File: src/rtl/agc_uplink_pkg.sv
// Shared definitions for the INLINK uplink transmitter: FSM state encoding,
// default word/timing constants and the frame-length helper.
package agc_uplink_pkg;

  localparam int unsigned WORD_W_DEF  = 15;
  localparam int unsigned GAP_CYC_DEF = 8;
  localparam int unsigned ACK_TMO_DEF = 64;

  typedef enum logic [1:0] {
    ST_IDLE = 2'd0,
    ST_REQ  = 2'd1,
    ST_GAP  = 2'd2
  } tx_state_e;

  // Number of bits shifted out per word: data bits plus an optional parity bit.
  function automatic int unsigned frame_len(input int unsigned word_w,
                                            input bit          parity_en);
    return parity_en ? (word_w + 1) : word_w;
  endfunction

endpackage

File: src/rtl/uplink_tx_timer.sv
// Loadable down-counter with a zero flag. One instance is shared between
// the inter-bit gap and the acknowledge timeout, which never overlap.
module uplink_tx_timer #(
  parameter int unsigned W = 7
) (
  input  logic         clk_i,
  input  logic         rst_i,
  input  logic         load_i,
  input  logic [W-1:0] val_i,
  input  logic         dec_i,
  output logic         zero_o
);

  logic [W-1:0] count_q;

  // Load has priority over decrement; the counter holds at zero.
  always_ff @(posedge clk_i) begin
    if (rst_i) begin
      count_q <= '0;
    end else if (load_i) begin
      count_q <= val_i;
    end else if (dec_i && (count_q != '0)) begin
      count_q <= count_q - W'(1);
    end
  end

  assign zero_o = (count_q == '0);

endmodule

File: src/rtl/uplink_tx.sv
// Uplink word transmitter: serialises a loaded word MSB first as
// INLNKP (one) / INLNKM (zero) increment requests to the INLINK counter
// cell, waiting for C45R acknowledge or timing out, with a fixed idle
// gap between bits.
// Build option: define UPLINK_TX_PARITY_EN to append an odd-parity bit.
module uplink_tx
  import agc_uplink_pkg::*;
#(
  parameter int unsigned WORD_W  = WORD_W_DEF,
  parameter int unsigned GAP_CYC = GAP_CYC_DEF,
  parameter int unsigned ACK_TMO = ACK_TMO_DEF
) (
  input  logic              CLOCK,
  input  logic              rst,
  input  logic              LOAD,
  input  logic [WORD_W-1:0] DATA,
  input  logic              C45R,
  output logic              INLNKP,
  output logic              INLNKM,
  output logic              BUSY,
  output logic              DONE,
  output logic              OVRN,
  output logic              TMOERR
);

`ifdef UPLINK_TX_PARITY_EN
  localparam bit PARITY_EN = 1'b1;
`else
  localparam bit PARITY_EN = 1'b0;
`endif

  localparam int unsigned FRAME_W = frame_len(WORD_W, PARITY_EN);
  localparam int unsigned CNT_W   = $clog2(FRAME_W + 1);
  localparam int unsigned TMR_MAX = (ACK_TMO > GAP_CYC) ? ACK_TMO : GAP_CYC;
  localparam int unsigned TMR_W   = $clog2(TMR_MAX + 1);

  // Timer holds "cycles remaining minus one", so zero marks the last cycle.
  localparam logic [TMR_W-1:0] TMR_ACK = TMR_W'(ACK_TMO - 1);
  localparam logic [TMR_W-1:0] TMR_GAP = TMR_W'(GAP_CYC - 1);

  tx_state_e           state_q;
  logic [FRAME_W-1:0]  shreg_q;
  logic [CNT_W-1:0]    bits_q;
  logic                inlnkp_q;
  logic                inlnkm_q;
  logic                busy_q;
  logic                done_q;
  logic                ovrn_q;
  logic                tmoerr_q;

  logic [FRAME_W-1:0]  frame_word;
  logic                bit_ack;
  logic                bit_tmo;
  logic                tmr_load;
  logic                tmr_dec;
  logic [TMR_W-1:0]    tmr_val;
  logic                tmr_zero;

`ifdef UPLINK_TX_PARITY_EN
  // Parity bit makes the total count of ones in the frame odd.
  assign frame_word = {DATA, ~^DATA};
`else
  assign frame_word = DATA;
`endif

  uplink_tx_timer #(
    .W (TMR_W)
  ) u_timer (
    .clk_i  (CLOCK),
    .rst_i  (rst),
    .load_i (tmr_load),
    .val_i  (tmr_val),
    .dec_i  (tmr_dec),
    .zero_o (tmr_zero)
  );

  // Decode bit completion and drive the shared timer for the current phase.
  // Acknowledge wins over timeout when both land in the same cycle.
  always_comb begin
    bit_ack  = 1'b0;
    bit_tmo  = 1'b0;
    tmr_load = 1'b0;
    tmr_dec  = 1'b0;
    tmr_val  = '0;
    case (state_q)
      ST_IDLE: begin
        if (LOAD) begin
          tmr_load = 1'b1;
          tmr_val  = TMR_ACK;
        end
      end
      ST_REQ: begin
        if (C45R) begin
          bit_ack  = 1'b1;
          tmr_load = 1'b1;
          tmr_val  = TMR_GAP;
        end else if (tmr_zero) begin
          bit_tmo  = 1'b1;
          tmr_load = 1'b1;
          tmr_val  = TMR_GAP;
        end else begin
          tmr_dec  = 1'b1;
        end
      end
      ST_GAP: begin
        if (tmr_zero) begin
          if (bits_q != '0) begin
            tmr_load = 1'b1;
            tmr_val  = TMR_ACK;
          end
        end else begin
          tmr_dec = 1'b1;
        end
      end
      default: ;
    endcase
  end

  // Transmit FSM with registered request and status outputs.
  always_ff @(posedge CLOCK) begin
    if (rst) begin
      state_q  <= ST_IDLE;
      shreg_q  <= '0;
      bits_q   <= '0;
      inlnkp_q <= 1'b0;
      inlnkm_q <= 1'b0;
      busy_q   <= 1'b0;
      done_q   <= 1'b0;
      ovrn_q   <= 1'b0;
      tmoerr_q <= 1'b0;
    end else begin
      done_q <= 1'b0;
      ovrn_q <= LOAD && busy_q;
      case (state_q)
        ST_IDLE: begin
          if (LOAD) begin
            shreg_q  <= frame_word;
            bits_q   <= CNT_W'(FRAME_W);
            busy_q   <= 1'b1;
            tmoerr_q <= 1'b0;
            inlnkp_q <= frame_word[FRAME_W-1];
            inlnkm_q <= ~frame_word[FRAME_W-1];
            state_q  <= ST_REQ;
          end
        end
        ST_REQ: begin
          // A timed-out bit is treated as sent so the word still completes.
          if (bit_ack || bit_tmo) begin
            inlnkp_q <= 1'b0;
            inlnkm_q <= 1'b0;
            shreg_q  <= {shreg_q[FRAME_W-2:0], 1'b0};
            bits_q   <= bits_q - CNT_W'(1);
            state_q  <= ST_GAP;
            if (bit_tmo) begin
              tmoerr_q <= 1'b1;
            end
          end
        end
        ST_GAP: begin
          if (tmr_zero) begin
            if (bits_q == '0) begin
              busy_q  <= 1'b0;
              done_q  <= 1'b1;
              state_q <= ST_IDLE;
            end else begin
              inlnkp_q <= shreg_q[FRAME_W-1];
              inlnkm_q <= ~shreg_q[FRAME_W-1];
              state_q  <= ST_REQ;
            end
          end
        end
        default: begin
          state_q <= ST_IDLE;
        end
      endcase
    end
  end

  assign INLNKP = inlnkp_q;
  assign INLNKM = inlnkm_q;
  assign BUSY   = busy_q;
  assign DONE   = done_q;
  assign OVRN   = ovrn_q;
  assign TMOERR = tmoerr_q;

endmodule
File: config.mk
export PLATFORM = sky130hd
export DESIGN_NAME = uplink_tx
export DESIGN_NICKNAME = d
export VERILOG_FILES = /design/src/rtl/agc_uplink_pkg.sv /design/src/rtl/uplink_tx_timer.sv /design/src/rtl/uplink_tx.sv
export SDC_FILE = /design/constraint.sdc
export NUM_CORES = 1
export LEC_CHECK = 0
export ABC_AREA = 1
export CAP_MARGIN = 5
export CORE_MARGIN = 4
export CORE_UTILIZATION = 55
export DETAILED_ROUTE_END_ITERATION = 8
export PLACE_DENSITY = 0.91
export SYNTH_ARGS = -nofsm -noshare
export SYNTH_HDL_FRONTEND = slang
export SYNTH_SLANG_ARGS = --single-unit
File: constraint.sdc
create_clock -name CLOCK -period 2.1 [get_ports CLOCK]
set_input_delay 0.42 -clock CLOCK [delete_from_list [all_inputs] [get_ports CLOCK]]
set_output_delay 0.42 -clock CLOCK [all_outputs]
set_load 0.01 [all_outputs]
==> summary.md, run 1 <==
| Metric | Value |
|---|---|
| TritonCTS clock tree | `built` |
| Total Routing Usage GR | `0.205` |
| Commonest register cell after synthesis | `dfxtp_1` |
| Combinational power share | `0.531` |
| Yosys reg bits | `34` |
| Largest net degree at the start of global routing | `26` |
| DR vias/cell | `just over 5` |
| Via Count | `around 1800` |
| Worst hold margin | `452 ps` |
| CP max FO | `5` |
| Status | `finished, final reports clean` |
| Seq/Total Area, Yosys | `0.363` |
| Core Box Area | `~3200 µm²` |
| First-pass GRT wire length | `around 6900 µm` |
| Relative slew slack | `0.829` |
| Critical path required time | `~2400 ps` |
| Largest stage delay on the critical path | `390 ps` |
| Fin util | `0.714` |
| Net switching power figure | `roughly 1.5 mW` |
| CTS root buffer | `clkbuf_4` |
| Leakage | `~1 nW` |
| Met1 wire length | `roughly 1700 µm` |
| Final HPWL DP | `roughly 2900 µm` |
| Synth top cells by count | `75 x nand2_1, 34 x dfxtp_1, 34 x inv_1` |
| H-tree levels | `2` |
| Fmax | `roughly 570 MHz` |
| Clock power frac | `0.152` |
| Syn avg cell area | `6.74 µm²` |
| Synth area leader | `dfxtp_1` |
| Post-synthesis async set-or-reset flop share | `0` |
| Residual DRC | `0` |
| Final std cells w/o fill | `349` |
| Sw frac | `0.443` |
| WS Path Type | `reg2reg` |
| Period utilization | `0.829` |
| Area Growth Syn to Fin | `20.2%` |
| Most numerous cell in the Yosys netlist | `nand2_1` |
| Clock skew | `11.1 ps` |
| Routability cong. | `around 0.86` |
| Synth Warn # | `0` |
| Flop pwr share | `0.318` |
| Hold crit path type | `reg2reg` |
| Worst-skew pair later-pin latency | `350 ps` |
| Count of antenna diodes in the layout | `0` |
| Most used cell, CP | `nor2_1` |
| Initial DRT Pass Iterations | `4` |
| Mapped cell area | `~1900 µm²` |
| Max Used Layer | `met4` |
| Post-cts gate resize count | `0` |
| Synth top area share | `0.363` |
| Int Pwr | `1.86 mW` |
| Clk slew on worst S/H paths | `~110 ps` |
| Initial Util | `0.594` |
| WP data arrival | `roughly 2000 ps` |
| IO Count | `25` |
| Final #Nets | `around 330` |
| Power Dens Cells | `1490 nW/µm²` |
| Remaining Overflow, GRT | `0` |
| Clk sinks | `34` |
| Antenna violations before repair | `0` |
| Final hold vios | `0` |
| Layout cells sized above 1 | `0.108` |
| Post-cts hold buffer count | `0` |
| Clock buffer depth | `2` |
| Die width | `roughly 66 µm` |
| Setup crit end kind | `register` |
| Buf/Inv on CP | `3` |
| Remaining antenna violation count | `0` |
| Top cells by area, synth | `dfxtp_1 36%, nand2_1 15%, inv_1 6.8%` |
| Metal2 WL | `between 1500 and 2000 µm` |
| Wire per inst | `between 10 and 15 µm` |
| Cell family contributing the most delay on the critical path | `simple AND/OR/NAND/NOR gates` |
| Min cycle time layout | `between 1500 and 2000 ps` |
| Postcts setup bufs | `0` |
| Die area | `approximately 4400 µm²` |
| Yosys cell types | `30` |
| Vias in the first global route | `1664` |
| Syn nets | `around 300` |
| Max_cap viols | `0` |
| Cell chain of the critical path | `inv_1 -> ha_1 -> inv_2 -> or2_0 -> buf_4 -> nand2_2 -> nor2_2 -> nand2_1 -> nor2_1 -> nor2_1` |
| I/O Buffers | `24` |
| Rows | `20` |
| Chip height | `about 66 µm` |
| Placed cells | `342` |
| Crit start category | `register` |
| Fin. max-slew vios | `0` |
| RSZ-0062 raised after global routing | `false` |
| Slew at the pin with the worst max-slew slack | `about 260 ps` |
| Met3 wire length | `between 200 and 250 µm` |
| Crit-path slowest cell | `dfxtp_1` |
| Drt initial violations | `approximately 150` |
| Peak supply drop | `704 µV` |
| Syn Inst Count | `278` |
| EDFF count, synth | `0` |
| Total CTS buffers | `5` |
| Post-Route WL | `around 4000 µm` |
| Final setup violating endpoints | `0` |
| Setup_tns | `0 ps` |
final cells by class:
type,instances,area (µm²)
Clock buffer,6,51.3
Fill cell,265,902
Sequential cell,34,681
Inverter,38,143
Timing Repair Buffer,30,298
Multi-Input combinational cell,196,993
Tap cell,44,55.1
Clock inverter,1,30.0
power groups by stage:
stage	Clock, mW	Sequential (mW)	Combinational, mW
final	0.507	1.06	1.78
after CTS	0.512	1.06	1.77
after detailed placement	0	1.08	1.76
after global routing	0.535	1.09	2.04
after floorplan	0	1.05	1.38
after global placement	0	1.06	1.70
stage by stage:
stage               total power, mW  cell area (µm²)  setup WS [ps]
floorplan                      2.43             1870            662
global placement               2.76             2170            264
detailed placement             2.84             2170            203
CTS                            3.35             2250            368
global route                   3.66             2250            189
finish                         3.35             2250            359
final timing paths:
kind              slack (ps)                    start                      end  cells past startpoint
setup reg to reg         360  state_q[0]$_SDFFE_PP0P_      INLNKM$_SDFFE_PP0P_                     10
hold / removal           450  shreg_q[4]$_SDFFE_PP0P_  shreg_q[4]$_SDFFE_PP0P_                      2
hold reg to reg          450  shreg_q[4]$_SDFFE_PP0P_  shreg_q[4]$_SDFFE_PP0P_                      2
setup / recovery         360  state_q[0]$_SDFFE_PP0P_      INLNKM$_SDFFE_PP0P_                     10
placed cells by master, fill, tap and decap left out, drive strengths merged:
| cell type | synthesis | routed |
|---|---|---|
| clkdlybuf4s50 | 0 | 24 |
| nand2 | 79 | 79 |
| dfxtp | 34 | 34 |
| nor3 | 2 | 2 |
| nand3b | 1 | 1 |
| a211oi | 1 | 1 |
| a21oi | 23 | 23 |
| bufinv | 0 | 1 |
| nand4 | 1 | 1 |
| clkbuf | 4 | 6 |
| buf | 6 | 6 |
| o211ai | 1 | 1 |
| or2 | 2 | 2 |
| inv | 37 | 37 |
| nor2 | 24 | 24 |
| xor2 | 1 | 1 |
| nand3 | 19 | 19 |
| clkinv | 1 | 1 |
| o31ai | 1 | 1 |
| ha | 7 | 7 |
| o21ai | 34 | 34 |
logic make-up after synthesis:
kind of cell               share of synthesized area
and+or+nand+nor                                0.310
AOI/OAI and AO/OA                              0.169
adders and majority gates                     0.0468
buffers and inverters                          0.106
xor gates and xnor gates                     0.00468
DFF                                            0.363
state kept, by name, indices dropped and copies added (netlist names):
signal           cells
u_timer.count_q      7
state_q              2
DONE                 1
INLNKM               1
shreg_q             15
BUSY                 1
OVRN                 1
INLNKP               1
bits_q               4
TMOERR               1
per-layer routing:
metal | vias to the layer above | track usage
met4 | 0 | 0.122
met5 | - | 0
met3 | 9 | 0.0459
met1 | 796 | 0.234
li1 | 938 | -
met2 | 41 | 0.347
worst register-to-register path, cell delays in order (launching register included):
cell and delay, ps:
dfxtp_1 390, inv_1 90, ha_1 250, inv_2 90
or2_0 230, buf_4 190, nand2_2 90, nor2_2 130
nand2_1 60, nor2_1 80, nor2_1 50
No activity file was read; power rests on OpenSTA's default activity.
==> inputs of run 2 (changes only) <==
CORE_UTILIZATION = 54   (was 55)
PLACE_DENSITY = 0.9   (was 0.91)
clock period = 1.66 ns   (was 2.1 ns; I/O delays follow)
==> run 2 against run 1 <==
Compared with the run above: the run now ends with setup timing left; via count increased by 3.9%; maximum frequency increased by 1.9%; critical endpoint is now u_timer.count_q[2]$_SDFFE_PP0P_; sequential power increased by 28%.
==> summary.md, run 2 (synthesis results as in run 1) <==
| Metric | Value |
|---|---|
| Fin util | `0.695` |
| Rows | `21` |
| CP max FO | `5` |
| Clock buffer depth | `2` |
| Setup slack after layout | `-48.7 ps` |
| Layout cells sized above 1 | `0.158` |
| Status | `finished with violations` |
| Core Box Area | `between 3000 and 4000 µm²` |
| Routability cong. | `about 0.92` |
| Area Growth Syn to Fin | `23.8%` |
| Vias in the first global route | `~1700` |
| Max_cap viols | `0` |
| Wire per inst | `12.7 µm` |
| Residual DRC | `0` |
| Most used cell, CP | `nand2_1` |
| Final setup violating endpoints | `1` |
| Cell chain of the critical path | `inv_1 -> ha_1 -> inv_2 -> nand2_1 -> nand2_1 -> clkinv_1 -> nand2_2 -> nor2_2 -> nand2_1 -> nand2_1 -> nor2_1 -> nor2_1` |
| Hold crit path type | `reg2reg` |
| Clk slew on worst S/H paths | `about 110 ps` |
| Failing checks | `setup timing` |
| Total Routing Usage GR | `0.213` |
| Int Pwr | `2.34 mW` |
| Final std cells w/o fill | `357` |
| Worst-skew pair later-pin latency | `approximately 360 ps` |
| Setup WS pre-CTS | `-184 ps` |
| Crit start category | `register` |
| CTS root buffer | `clkbuf_4` |
| Largest net degree at the start of global routing | `23` |
| Clock power frac | `0.114` |
| Count of antenna diodes in the layout | `0` |
| Remaining Overflow, GRT | `0` |
| Chip height | `around 67 µm` |
| Min cycle time layout | `about 1700 ps` |
| Buf/Inv on CP | `3` |
| Post-Route WL | `around 4500 µm` |
| Initial Util | `0.561` |
| Drt initial violations | `~150` |
| Max Used Layer | `met4` |
| H-tree levels | `2` |
| FILL cells | `about 280` |
| Period utilization | `1.03` |
| IO Count | `25` |
| Remaining antenna violation count | `0` |
| Leakage | `about 1.0 nW` |
| WP data arrival | `between 1500 and 2000 ps` |
| TritonCTS clock tree | `built` |
| Via Count | `1854` |
| Post-cts hold buffer count | `0` |
| Total CTS buffers | `5` |
| Initial DRT Pass Iterations | `4` |
| Largest register FFs | `15` |
| WS Path Type | `reg2reg` |
| Fin. max-slew vios | `0` |
| Clock skew | `roughly 19 ps` |
| I/O Buffers | `24` |
| Met3 wire length | `roughly 280 µm` |
| Die area | `roughly 4500 µm²` |
| Setup_tns | `-48.7 ps` |
| Placed cells | `about 350` |
| Final #Nets | `between 300 and 400` |
| Biggest regs | `shreg_q (15), u_timer.count_q (7), bits_q (4)` |
| Power Dens Cells | `approximately 1900 nW/µm²` |
| Die width | `between 60 and 70 µm` |
| First-pass GRT wire length | `7110 µm` |
| Peak supply drop | `approximately 900 µV` |
| Combinational power share | `0.577` |
| Antenna violations before repair | `0` |
| Net switching power figure | `around 2.1 mW` |
| Met1 wire length | `2020 µm` |
| Largest stage delay on the critical path | `roughly 370 ps` |
| Commonest cells after routing, fill and taps aside | `72 x nand2_1, 33 x inv_1, 32 x dfxtp_1` |
| DR vias/cell | `5.19` |
| Metal2 WL | `2120 µm` |
| Crit-path slowest cell | `dfxtp_2` |
| Relative slew slack | `0.579` |
| Clk sinks | `34` |
| Sw frac | `0.467` |
| Final HPWL DP | `3120 µm` |
| Slew at the pin with the worst max-slew slack | `between 600 and 700 ps` |
| Flop pwr share | `0.309` |
| Fmax | `585 MHz` |
| Biggest register | `shreg_q` |
| Critical path required time | `around 1900 ps` |
| Most common cell after layout, fill and taps aside | `nand2_1` |
| Cell family contributing the most delay on the critical path | `simple AND/OR/NAND/NOR gates` |
| Final hold vios | `0` |
| Setup crit end kind | `register` |
## run 2: cell types whose count changed in the layout (fill, tap and decap cells not counted), sizes merged
cell    delta
clkinv     +1
buf        +5
clkbuf     +1
bufinv     -1
## run 2: tightest hold or removal path: stages (launching register included)
cell	delay, ps
dfxtp_1	310
inv_1	50
a21oi_1	50
## run 2: path summary, 6_finish.rpt
path / startpoint / end / slack [ps] / cells past startpoint
max: state_q[0]$_SDFFE_PP0P_ / u_timer.count_q[2]$_SDFFE_PP0P_ / -50 / 12
min reg2reg: shreg_q[4]$_SDFFE_PP0P_ / shreg_q[4]$_SDFFE_PP0P_ / 450 / 2
min: shreg_q[4]$_SDFFE_PP0P_ / shreg_q[4]$_SDFFE_PP0P_ / 450 / 2
max reg2reg: state_q[0]$_SDFFE_PP0P_ / u_timer.count_q[2]$_SDFFE_PP0P_ / -50 / 12
## run 2: metrics by stage
| step | hold slack [ps] | power, mW | instance area [µm²] |
|---|---|---|---|
| floorplan | 401 | 3.08 | 1870 |
| global placement | 437 | 3.56 | 2190 |
| detailed placement | 443 | 3.67 | 2190 |
| CTS | 459 | 4.17 | 2250 |
| global route | 482 | 4.79 | 2320 |
| finish | 454 | 4.39 | 2320 |
## run 2: final cells by class
type                    count  area (µm²)  share of cell area
clock buffers               7        55.1              0.0237
clock inverters             1        5.00             0.00216
inverters                  38         143              0.0615
multi-input cells         196        1040               0.448
flip-flops and latches     34         683               0.295
well taps                  46        57.6              0.0248
repair buffers             35         335               0.145
## run 2: power groups by stage
stage | Sequential, mW | Combinational (mW) | Clock, mW
floorplan | 1.33 | 1.75 | 0
global placement | 1.34 | 2.22 | 0
detailed placement | 1.36 | 2.31 | 0
CTS | 1.34 | 2.32 | 0.500
global route | 1.39 | 2.86 | 0.536
finish | 1.36 | 2.54 | 0.500
## run 2: what timing repair did
item | CTS | global route
buffers inserted | 0 | 3
endpoints found under the setup margin | 21 | 28
gates cloned | 0 | 0
gates resized for setup | 1 | 15
pin swaps | 0 | 1
## run 2: per-layer routing
metal	vias to the layer above	track usage
met2	63	0.349
met4	0	0.114
met3	10	0.0641
met1	833	0.247
met5	-	0
li1	948	-
==> inputs of run 3 (changes only) <==
REMOVE_ABC_BUFFERS = 1   (was unset)
==> run 3 against run 2 <==
Compared with the run above: the run now ends clean; clock power increased by 22%; die area unchanged; first-iteration DRC count decreased by 20%; maximum frequency increased by 7.3%; worst hold slack improved by 0.53 ps; clock-buffer cell count decreased by 2; critical path depth decreased by 3; combinational power increased by 6%; flip-flop and latch count unchanged; sequential power about the same; register-to-register slack improved by 120 ps; worst setup slack improved by 120 ps; critical path type unchanged; critical endpoint is now INLNKM$_SDFFE_PP0P_; largest cell class unchanged.
==> summary.md, run 3 (synthesis results as in run 1) <==
| Metric | Value |
|---|---|
| Drt initial violations | `about 120` |
| I/O Buffers | `24` |
| Initial DRT Pass Iterations | `4` |
| DR vias/cell | `a little over 5` |
| H-tree levels | `2` |
| Clk sinks | `34` |
| R2R Path End | `INLNKM$_SDFFE_PP0P_` |
| Max_cap viols | `0` |
| Antenna violations before repair | `0` |
| WS Path Type | `reg2reg` |
| Cell chain of the critical path | `inv_1 -> ha_1 -> inv_2 -> or2_4 -> buf_4 -> nand2_2 -> nor2_2 -> o21ai_0 -> nor2_1` |
| Period utilization | `0.959` |
| R2R Setup Slk | `70 ps` |
| Count of antenna diodes in the layout | `0` |
| Clk slew on worst S/H paths | `~110 ps` |
| Largest net degree at the start of global routing | `26` |
| Slew at the pin with the worst max-slew slack | `265 ps` |
| Endpoint with the worst hold slack | `shreg_q[2]$_SDFFE_PP0P_` |
| Power Dens Cells | `about 1900 nW/µm²` |
| Initial Util | `0.561` |
| Biggest regs | `shreg_q (15), u_timer.count_q (7), bits_q (4)` |
| Residual DRC | `0` |
| Fmax | `about 630 MHz` |
| Die area | `about 4500 µm²` |
| CTS root buffer | `clkbuf_4` |
| Final hold vios | `0` |
| Area Growth Syn to Fin | `29.1%` |
| Post-cts hold buffer count | `0` |
| Cell family contributing the most delay on the critical path | `simple AND/OR/NAND/NOR gates` |
| Chip height | `66.9 µm` |
| Crit start category | `register` |
| Wire per inst | `11.4 µm` |
| Clock skew | `between 15 and 20 ps` |
| Levels on crit path | `9` |
| Critical path required time | `1910 ps` |
| Total Routing Usage GR | `0.195` |
| FILL cells | `around 270` |
| Setup crit end kind | `register` |
| Peak supply drop | `roughly 1200 µV` |
| Layout cells sized above 1 | `0.175` |
| Largest register FFs | `15` |
| Hold Crit Depth | `2` |
| Final #Nets | `340` |
| WP data arrival | `roughly 1800 ps` |
| Fin. max-slew vios | `0` |
| Area of the multi-input gates | `a little over 1000 µm²` |
| Worst R2R Start | `state_q[0]$_SDFFE_PP0P_` |
| First-pass GRT wire length | `6700 µm` |
| Post-Route WL | `between 4000 and 5000 µm` |
| Rows | `21` |
| Setup_tns | `0 ps` |
| IO Count | `25` |
| Relative slew slack | `0.823` |
| Design area | `between 2000 and 2500 µm²` |
| HP Start | `shreg_q[2]$_SDFFE_PP0P_` |
| Remaining Overflow, GRT | `0` |
| Storage cell area | `around 700 µm²` |
| Worst-skew pair later-pin latency | `~360 ps` |
| Biggest register | `shreg_q` |
| Routability cong. | `0.850` |
| Die width | `66.9 µm` |
| Buf/Inv on CP | `3` |
| Min cycle time layout | `1590 ps` |
| FF-to-FF path depth | `9` |
| Crit-path slowest cell | `dfxtp_2` |
| TritonCTS clock tree | `built` |
| Commonest cells after routing, fill and taps aside | `75 x nand2_1, 31 x dfxtp_1, 31 x inv_1` |
| Remaining antenna violation count | `0` |
| Hold crit path type | `reg2reg` |
| Final setup violating endpoints | `0` |
| Total CTS buffers | `5` |
| Largest stage delay on the critical path | `between 300 and 400 ps` |
| Via Count | `about 1900` |
| Vias in the first global route | `~1700` |
| CP max FO | `5` |
| Cell Area, Placed | `roughly 2200 µm²` |
| Clock buffer depth | `2` |
| RSZ-0062 raised after global routing | `true` |
| Final HPWL DP | `between 2000 and 3000 µm` |
| Core Box Area | `roughly 3300 µm²` |
| Most common cell after layout, fill and taps aside | `nand2_1` |
| Leakage | `between 1 and 1.5 nW` |
| Status | `finished, final reports clean` |
run 3: power by group:
| group | internal [mW] | leakage (nW) | switching [mW] | total (mW) |
|---|---|---|---|---|
| Sequential | 1.16 | 0.282 | 0.189 | 1.35 |
| Clock | 0.312 | 0.0450 | 0.299 | 0.611 |
| Combinational | 1.16 | 0.773 | 1.52 | 2.68 |
| Total | 2.63 | 1.10 | 2.00 | 4.64 |
run 3: repair_timing:
item                                    4_1_cts  5_1_grt
endpoints found under the setup margin        3       23
resized for setup                             1       15
pin swaps                                     0        1
cloned                                        0        2
setup buffers                                 0        0
run 3: how the worst max path moves through the flow:
stage | slack, ps | startpoint | end
6_report | 70 | state_q[0]$_SDFFE_PP0P_ | INLNKM$_SDFFE_PP0P_
3_5_place_dp | -130 | LOAD | INLNKM$_SDFFE_PP0P_
2_1_floorplan | -90 | state_q[1]$_SDFFE_PP0P_ | shreg_q[0]$_SDFFE_PP0P_
3_3_place_gp | -100 | LOAD | INLNKM$_SDFFE_PP0P_
4_1_cts | 40 | state_q[0]$_SDFFE_PP0P_ | INLNKM$_SDFFE_PP0P_
5_1_grt | -20 | u_timer.count_q[0]$_SDFFE_PP0P_ | shreg_q[8]$_SDFFE_PP0P_
run 3: layout make-up:
type | count | share of cell area
multi-input combinational | 196 | 0.426
sequential | 34 | 0.283
timing repair buffer | 39 | 0.176
inverter | 38 | 0.0590
tap | 46 | 0.0238
clock inverter | 3 | 0.0166
clock buffer | 5 | 0.0155
run 3: per-stage QoR:
| stage | worst slack, ps | instances | power (mW) | hold slack [ps] | utilization |
|---|---|---|---|---|---|
| 2_1_floorplan | -93.0 | 268 | 2.94 | 401 | - |
| 3_3_place_gp | -95.6 | 351 | 3.64 | 434 | 0.674 |
| 3_5_place_dp | -131 | 351 | 3.73 | 439 | 0.674 |
| 4_1_cts | 39.0 | 359 | 4.34 | 456 | 0.697 |
| 5_1_grt | -22.1 | 361 | 5.05 | 482 | 0.724 |
| 6_report | 68.0 | 361 | 4.64 | 454 | 0.724 |
run 3: metal layers:
metal	vias up	track usage	wire length, µm
met4	0	0.106	89
met5	-	0	0
met3	10	0.0371	289
met2	56	0.342	2030
met1	843	0.219	1720
li1	953	-	-
run 3: tightest hold or removal path: stages, from the launching register on:
cell and delay [ps]:
dfxtp_1 310, inv_1 50, a21oi_1 50
